$ cat src/rtl/music_seq_pkg.sv
// Shared definitions for the music player playback/write sequencer.
//   state_t      : sequencer FSM states
//   NOTE_W_DEF   : default tone index width (index 0 = rest)
//   DUR_W_DEF    : default duration field width (duration 0 = end of song)
//   DUR_LSB      : song entry is {note, dur}; dur sits in the LSBs and the
//                  note field starts at DUR_LSB + DUR_W
//   END_DUR      : duration value that marks end of song
//   REST_NOTE    : tone index for silence
package music_seq_pkg;

    localparam int unsigned NOTE_W_DEF = 4;
    localparam int unsigned DUR_W_DEF  = 4;

    localparam int unsigned DUR_LSB    = 0;

    localparam int unsigned END_DUR    = 0;
    localparam int unsigned REST_NOTE  = 0;

    typedef enum logic [2:0] {
        IDLE,
        WR_SETUP,
        WR_PULSE,
        WR_HOLD,
        RD_ADDR,
        RD_CAPTURE,
        PLAY_NOTE
    } state_t;

endpackage

$ cat src/rtl/note_timer.sv
// Loadable down-counter timing one note.
//   clk, rst  : clock, synchronous active-high reset
//   load      : load load_val (has priority over en)
//   en        : count down by one while value is non-zero
//   load_val  : initial count (cycles the note lasts)
//   value     : current count
//   last      : high when value == 1, i.e. the final cycle of the note
module note_timer #(
    parameter int unsigned W = 7
) (
    input  logic         clk,
    input  logic         rst,
    input  logic         load,
    input  logic         en,
    input  logic [W-1:0] load_val,
    output logic [W-1:0] value,
    output logic         last
);

    always_ff @(posedge clk) begin
        if (rst) begin
            value <= '0;
        end else if (load) begin
            value <= load_val;
        end else if (en && value != '0) begin
            value <= value - 1'b1;
        end
    end

    assign last = (value == W'(1));

endmodule

$ cat src/rtl/music_seq_ctrl.sv
// Shares the single port of the latch-based song memory between host note
// writes (setup / pulse / hold around the latch enable) and autonomous
// playback, which walks the song and sounds one note at a time.
//   clk, rst    : clock, synchronous active-high reset
//   wr_en/wr_addr/wr_data/wr_ready : host write request ({note, dur})
//   play, stop  : start playback at address 0 / abort playback
//   mem_addr/mem_wdata/mem_wen/mem_rdata : song memory port
//   note_out/note_valid : tone index to the tone generator
//   busy        : not idle
//   done        : one-cycle pulse at end of song (marker or wrap)
module music_seq_ctrl
    import music_seq_pkg::*;
#(
    parameter int unsigned ADDR_W   = 5,
    parameter int unsigned NOTE_W   = NOTE_W_DEF,
    parameter int unsigned DUR_W    = DUR_W_DEF,
    parameter int unsigned TICK_DIV = 4
) (
    input  logic                    clk,
    input  logic                    rst,
    input  logic                    wr_en,
    input  logic [ADDR_W-1:0]       wr_addr,
    input  logic [NOTE_W+DUR_W-1:0] wr_data,
    output logic                    wr_ready,
    input  logic                    play,
    input  logic                    stop,
    output logic [ADDR_W-1:0]       mem_addr,
    output logic [NOTE_W+DUR_W-1:0] mem_wdata,
    output logic                    mem_wen,
    input  logic [NOTE_W+DUR_W-1:0] mem_rdata,
    output logic [NOTE_W-1:0]       note_out,
    output logic                    note_valid,
    output logic                    busy,
    output logic                    done
);

    localparam int unsigned EW = NOTE_W + DUR_W;
    localparam int unsigned TW = DUR_W + $clog2(TICK_DIV + 1);

    state_t              state, state_nxt;
    logic [ADDR_W-1:0]   ptr, ptr_nxt;
    logic                pend, pend_nxt;
    logic [NOTE_W-1:0]   note_q, note_nxt;
    logic [DUR_W-1:0]    dur_q, dur_nxt;
    logic [ADDR_W-1:0]   mem_addr_nxt;
    logic [EW-1:0]       mem_wdata_nxt;
    logic                mem_wen_nxt, done_nxt, note_valid_nxt;
    logic [NOTE_W-1:0]   note_out_nxt;

    logic                tmr_load, tmr_en, tmr_last;
    logic [TW-1:0]       tmr_load_val, tmr_value;

    logic [NOTE_W-1:0]   rd_note;
    logic [DUR_W-1:0]    rd_dur;

    assign rd_dur  = mem_rdata[DUR_LSB +: DUR_W];
    assign rd_note = mem_rdata[DUR_LSB + DUR_W +: NOTE_W];

    assign tmr_load_val = TW'(dur_q) * TW'(TICK_DIV);

    assign wr_ready = (state == IDLE);
    assign busy     = (state != IDLE);

    note_timer #(.W(TW)) u_timer (
        .clk      (clk),
        .rst      (rst),
        .load     (tmr_load),
        .en       (tmr_en),
        .load_val (tmr_load_val),
        .value    (tmr_value),
        .last     (tmr_last)
    );

    // Outputs are registered, so each *_nxt describes the cycle after the
    // edge. mem_addr is already valid throughout RD_ADDR, so the entry is
    // taken from mem_rdata at the end of RD_ADDR and held in note_q/dur_q
    // during RD_CAPTURE; this lets done be high in the RD_CAPTURE cycle.
    always_comb begin
        state_nxt     = state;
        ptr_nxt       = ptr;
        pend_nxt      = pend;
        note_nxt      = note_q;
        dur_nxt       = dur_q;
        mem_addr_nxt  = mem_addr;
        mem_wdata_nxt = mem_wdata;
        done_nxt      = 1'b0;
        tmr_load      = 1'b0;
        tmr_en        = 1'b0;

        unique case (state)
            IDLE: begin
                if (wr_en) begin
                    mem_addr_nxt  = wr_addr;
                    mem_wdata_nxt = wr_data;
                    pend_nxt      = play;
                    state_nxt     = WR_SETUP;
                end else if (play) begin
                    ptr_nxt      = '0;
                    mem_addr_nxt = '0;
                    state_nxt    = RD_ADDR;
                end
            end
            WR_SETUP: begin
                if (stop) pend_nxt = 1'b0;
                state_nxt = WR_PULSE;
            end
            WR_PULSE: begin
                if (stop) pend_nxt = 1'b0;
                state_nxt = WR_HOLD;
            end
            WR_HOLD: begin
                pend_nxt = 1'b0;
                if (pend && !stop) begin
                    ptr_nxt      = '0;
                    mem_addr_nxt = '0;
                    state_nxt    = RD_ADDR;
                end else begin
                    state_nxt = IDLE;
                end
            end
            RD_ADDR: begin
                if (stop) begin
                    state_nxt = IDLE;
                end else begin
                    note_nxt  = rd_note;
                    dur_nxt   = rd_dur;
                    done_nxt  = (rd_dur == DUR_W'(END_DUR));
                    state_nxt = RD_CAPTURE;
                end
            end
            RD_CAPTURE: begin
                if (stop || dur_q == DUR_W'(END_DUR)) begin
                    state_nxt = IDLE;
                end else begin
                    tmr_load  = 1'b1;
                    // single-cycle note on the final address: it is also the wrap cycle
                    done_nxt  = (tmr_load_val == TW'(1)) && (ptr == '1);
                    state_nxt = PLAY_NOTE;
                end
            end
            PLAY_NOTE: begin
                tmr_en = 1'b1;
                if (stop) begin
                    state_nxt = IDLE;
                end else if (tmr_last) begin
                    ptr_nxt = ptr + 1'b1;
                    if (ptr == '1) begin
                        state_nxt = IDLE;
                    end else begin
                        mem_addr_nxt = ptr + 1'b1;
                        state_nxt    = RD_ADDR;
                    end
                end else begin
                    // next cycle is the last one of the final entry's note
                    done_nxt = (tmr_value == TW'(2)) && (ptr == '1);
                end
            end
            default: state_nxt = IDLE;
        endcase

        mem_wen_nxt    = (state_nxt == WR_PULSE);
        note_valid_nxt = (state_nxt == PLAY_NOTE);
        note_out_nxt   = note_valid_nxt ? note_q : NOTE_W'(REST_NOTE);
    end

    always_ff @(posedge clk) begin
        if (rst) begin
            state      <= IDLE;
            ptr        <= '0;
            pend       <= 1'b0;
            note_q     <= '0;
            dur_q      <= '0;
            mem_addr   <= '0;
            mem_wdata  <= '0;
            mem_wen    <= 1'b0;
            done       <= 1'b0;
            note_valid <= 1'b0;
            note_out   <= '0;
        end else begin
            state      <= state_nxt;
            ptr        <= ptr_nxt;
            pend       <= pend_nxt;
            note_q     <= note_nxt;
            dur_q      <= dur_nxt;
            mem_addr   <= mem_addr_nxt;
            mem_wdata  <= mem_wdata_nxt;
            mem_wen    <= mem_wen_nxt;
            done       <= done_nxt;
            note_valid <= note_valid_nxt;
            note_out   <= note_out_nxt;
        end
    end

endmodule

$ cat config.mk
export PLATFORM = sky130hd
export DESIGN_NAME = music_seq_ctrl
export DESIGN_NICKNAME = d
export VERILOG_FILES = /design/src/rtl/music_seq_pkg.sv /design/src/rtl/note_timer.sv /design/src/rtl/music_seq_ctrl.sv
export SDC_FILE = /design/constraint.sdc
export NUM_CORES = 1
export LEC_CHECK = 0
export BUFFER_PORTS_ARGS = -buffer_cell sky130_fd_sc_hd__buf_2
export CAP_MARGIN = 20
export CORE_ASPECT_RATIO = 0.9
export CORE_MARGIN = 8
export CORE_UTILIZATION = 55
export CTS_BUF_LIST = sky130_fd_sc_hd__clkbuf_8
export DETAILED_ROUTE_END_ITERATION = 16
export GPL_TIMING_DRIVEN = 0
export PLACE_DENSITY = 0.89
export SYNTH_ARGS = -nofsm -noshare
export SYNTH_HDL_FRONTEND = slang
export SYNTH_SLANG_ARGS = --single-unit
$ cat constraint.sdc
create_clock -name clk -period 4.05 [get_ports clk]
set_input_delay 0.81 -clock clk [delete_from_list [all_inputs] [get_ports clk]]
set_output_delay 0.81 -clock clk [all_outputs]
set_load 0.1 [all_outputs]
==> flow_metrics.tcl <==
set metrics [dict create \
    crit_fanout 10 \
    nets 344 \
    crit_top_cell "buf_2" \
    synth-adder-area-share_pct 2.800 \
    dieHeight_um 76.47 \
    status "finished clean" \
    port_buffers 46 \
    synth_compound_area_share_pct 21.50 \
    worstPathCellList "buf_6, or3_1, buf_2, inv_2, buf_2" \
    cts.sinks 44 \
    syn_area_per_cell_sq_um 8.595 \
    initial_core_util_pct 55.99 \
    synth_seq_area_share_pct 39.42 \
    drc 0 \
    p_leak_uw 0.001121 \
    hold_viol_final 0 \
    synth_top_family_by_area "simple AND/OR/NAND/NOR gates" \
    cts_setup_buffers 0 \
    tightest_slew_ns 0.8807 \
    cap_violations 0 \
    vias 2096 \
    antenna_left 0 \
    crit_type "reg -> out" \
    area_growth_pct 18.20 \
    numCtsBuffers 5 \
    max_freq_mhz 384.6 \
    ys_warn_count 0 \
    finish.instance_area_sq_um 2641 \
    cp_slowest_stage_delay_ns 0.43 \
    regArea_sq_um 880.8 \
    ctsResizeCount 0 \
    final_max_slew_viol_count 0 \
    synthFlopType "dfxtp_1" \
    track_usage_pct 16.02 \
    ff2ff_path_depth 6 \
    root_buffer "clkbuf_8" \
    fin_crit_ns 2.600 \
    routed_wirelength_um 5274 \
    grt_max_degree 16 \
    fill_cells 324 \
    postCtsHoldBufs 0 \
    h-tree-depth 2 \
    path_clk_slew_ns 0.08 \
    syn_inst 260 \
    drt_iter0_drc 124 \
    syn-cell-area_sq_um 2235 \
    diodes 0 \
    grt_pass1_vias 1934 \
    cts_buffer_depth 2 \
    worstPathRequired_ns 3.24 \
    fin_skew_ns 0.003009 \
    wl_per_cell_um 14.57 \
    endpoint_kind "output port" \
    setup_tns_ns 0 \
    dr_wl_met2_um 2375 \
    via_per_inst 5.790 \
    relSlewSlack_pct 40.52 \
    rows 22 \
    overflow 0 \
    synth_xor_area_share_pct 1.568 \
    die-area_sq_um 6362 \
    multi_input_area_sq_um 1257 \
    finalSetupViolations 0 \
    route.met3.wl_um 448 \
    hp-start "mem_wdata[7]$_SDFFE_PP0P_" \
    critPathTopFamily "buffers and inverters" \
    synthArstFlopShare_pct 0 \
    place_congestion 0.8577 \
    synthMuxAreaShare_pct 3.247 \
    post_dp_cell_area_sq_um 2525 \
    core_area_sq_um 3991 \
    ir_worst_vdd_uv 221.4 \
    antenna_found_initial 0 \
    reg2reg_slack_ns 2.20 \
    ys_types 57 \
    cts_tree "built" \
    crit_buf_inv 4 \
    rsz0062_at_grt "false" \
    min_period_over_period_pct 64.20 \
    clk_latency_ns 0.30 \
    synth_nets 291 \
    cp_slowest_cell "buf_2" \
    num_io_pins 48 \
    critPathLaunchType "flip-flop" \
    worst_r2r_startpoint "ptr[0]$_SDFFE_PP0P_" \
    die_x_um 83.19 \
    hold_end "mem_wdata[7]$_SDFFE_PP0P_" \
    rr_endpoint "mem_addr[4]$_SDFFE_PP0P_" \
    holdPathStages 2 \
    placed_cells 354 \
    final_cells 362 \
    yosys.area_share.simple_pct 27.16 \
    layout-drive-gt1-share_pct 23.25 \
    hp-class "reg -> reg" \
    synth-seq-cells 44 \
    synth_edf_count 0 \
    power-per-cell-area_nw_per_um2 427.9 \
    hpwlAfterDp_um 3998 \
    route.top_layer_used "met4" \
    drt-pass1-iter-count 4 \
    grt_pass1_wl_um 8763 \
    worst_ep_arrival_time_ns 1.79 \
    met1_length_um 2363 \
]
final cells by class:
cell class,instances,area share [%]
plain buffers,15,2.937
clock buffers,5,2.605
clock inverters,3,1.800
inverters,5,0.7106
multi-input cells,196,47.61
flip-flops and latches,44,33.35
well taps,48,2.274
repair buffers,46,8.716
cell usage in the layout (no fill, tap or decap), drive strengths merged, types with 6 or more instances in the layout:
| cell type | count |
|---|---|
| a21oi | 30 |
| a31oi | 6 |
| buf | 54 |
| clkbuf | 12 |
| dfxtp | 44 |
| nand2 | 51 |
| nor2 | 14 |
| o21ai | 8 |
worst min-delay path, cell delays in order, from the launching register on:
cell	delay (ns)
dfxtp_1	0.31
nand2_1	0.05
a21oi_1	0.05
cells in the mapped netlist (2+ instances only):
| cell | n | area, sq um |
|---|---|---|
| nand2_1 | 51 | 191.4 |
| xnor2_1 | 3 | 26.28 |
| nand3b_1 | 2 | 15.01 |
| a31oi_1 | 6 | 37.54 |
| o21ai_0 | 6 | 30.03 |
| and3_1 | 2 | 12.51 |
| a21o_1 | 4 | 30.03 |
| or4_1 | 2 | 15.01 |
| nand2b_1 | 2 | 12.51 |
| buf_4 | 2 | 15.01 |
| nor3_1 | 2 | 10.01 |
| inv_1 | 4 | 15.01 |
| or3b_1 | 2 | 17.52 |
| a21oi_1 | 30 | 150.1 |
| o311ai_1 | 4 | 35.03 |
| dfxtp_1 | 44 | 880.8 |
| buf_2 | 5 | 25.02 |
| nor3b_1 | 4 | 30.03 |
| nor4_4 | 2 | 42.54 |
| nand4bb_1 | 2 | 22.52 |
| and2_1 | 2 | 12.51 |
| mux2_1 | 2 | 22.52 |
| clkbuf_1 | 7 | 26.28 |
| o41ai_1 | 2 | 17.52 |
| mux2i_1 | 5 | 50.05 |
| o21ai_1 | 2 | 10.01 |
| nand3_1 | 4 | 20.02 |
| nand4b_1 | 2 | 17.52 |
| nor2b_1 | 5 | 31.28 |
| ha_1 | 5 | 62.56 |
| nor2_1 | 14 | 52.55 |
| nor4_1 | 3 | 18.77 |
| o31ai_1 | 4 | 30.03 |
state kept, by name (all words and copies together) (netlist names), 3 cells and up:
signal,cells
mem_wdata,8
u_timer.value,7
mem_addr,5
ptr,5
dur_q,4
note_out,4
note_q,4
state,3
routing by layer:
layer	global-route usage, %	vias to the layer above
li1	-	1048
met1	19.26	954
met2	25.33	84
met3	6.517	10
met4	4.912	0
met5	0	-
cell families (layout without fill, tap and decap cells):
family / Yosys count / in the layout
adders and majority gates: 5 / 5
DFF: 44 / 44
xor gates and xnor gates: 4 / 4
and+or+nand+nor: 109 / 109
buffers and inverters: 20 / 74
muxes: 7 / 7
AOI/OAI and AO/OA: 71 / 71
power breakdown:
group          switching, uW  total, uW  internal, uW  leakage, uW
Combinational            248        329          81.1     0.000706
Clock                    154        339           186    0.0000583
Sequential              9.75        462           452     0.000357
through the flow:
stage	util, %	total power [uW]	worst slack (ns)	hold slack [ns]
2_1_floorplan	-	738.0	1.704	0.4315
3_3_place_gp	63.26	796.2	1.786	0.4392
3_5_place_dp	63.26	799.8	1.782	0.4442
4_1_cts	66.18	1136	1.442	0.4554
5_1_grt	66.18	1177	1.398	0.4775
6_report	66.18	1130	1.450	0.4540
how the worst max path moves through the flow:
| stage | startpoint | end | slack, ns | cells after the start |
|---|---|---|---|---|
| floorplan | state[0]$_SDFF_PP0_ | wr_ready | 1.70 | 4 |
| global placement | stop | done$_SDFF_PP0_ | 1.79 | 5 |
| detailed placement | stop | done$_SDFF_PP0_ | 1.78 | 5 |
| CTS | state[0]$_SDFF_PP0_ | wr_ready | 1.44 | 5 |
| global route | state[0]$_SDFF_PP0_ | wr_ready | 1.40 | 5 |
| finish | state[0]$_SDFF_PP0_ | wr_ready | 1.45 | 5 |
(Power assumes the default switching activity.)
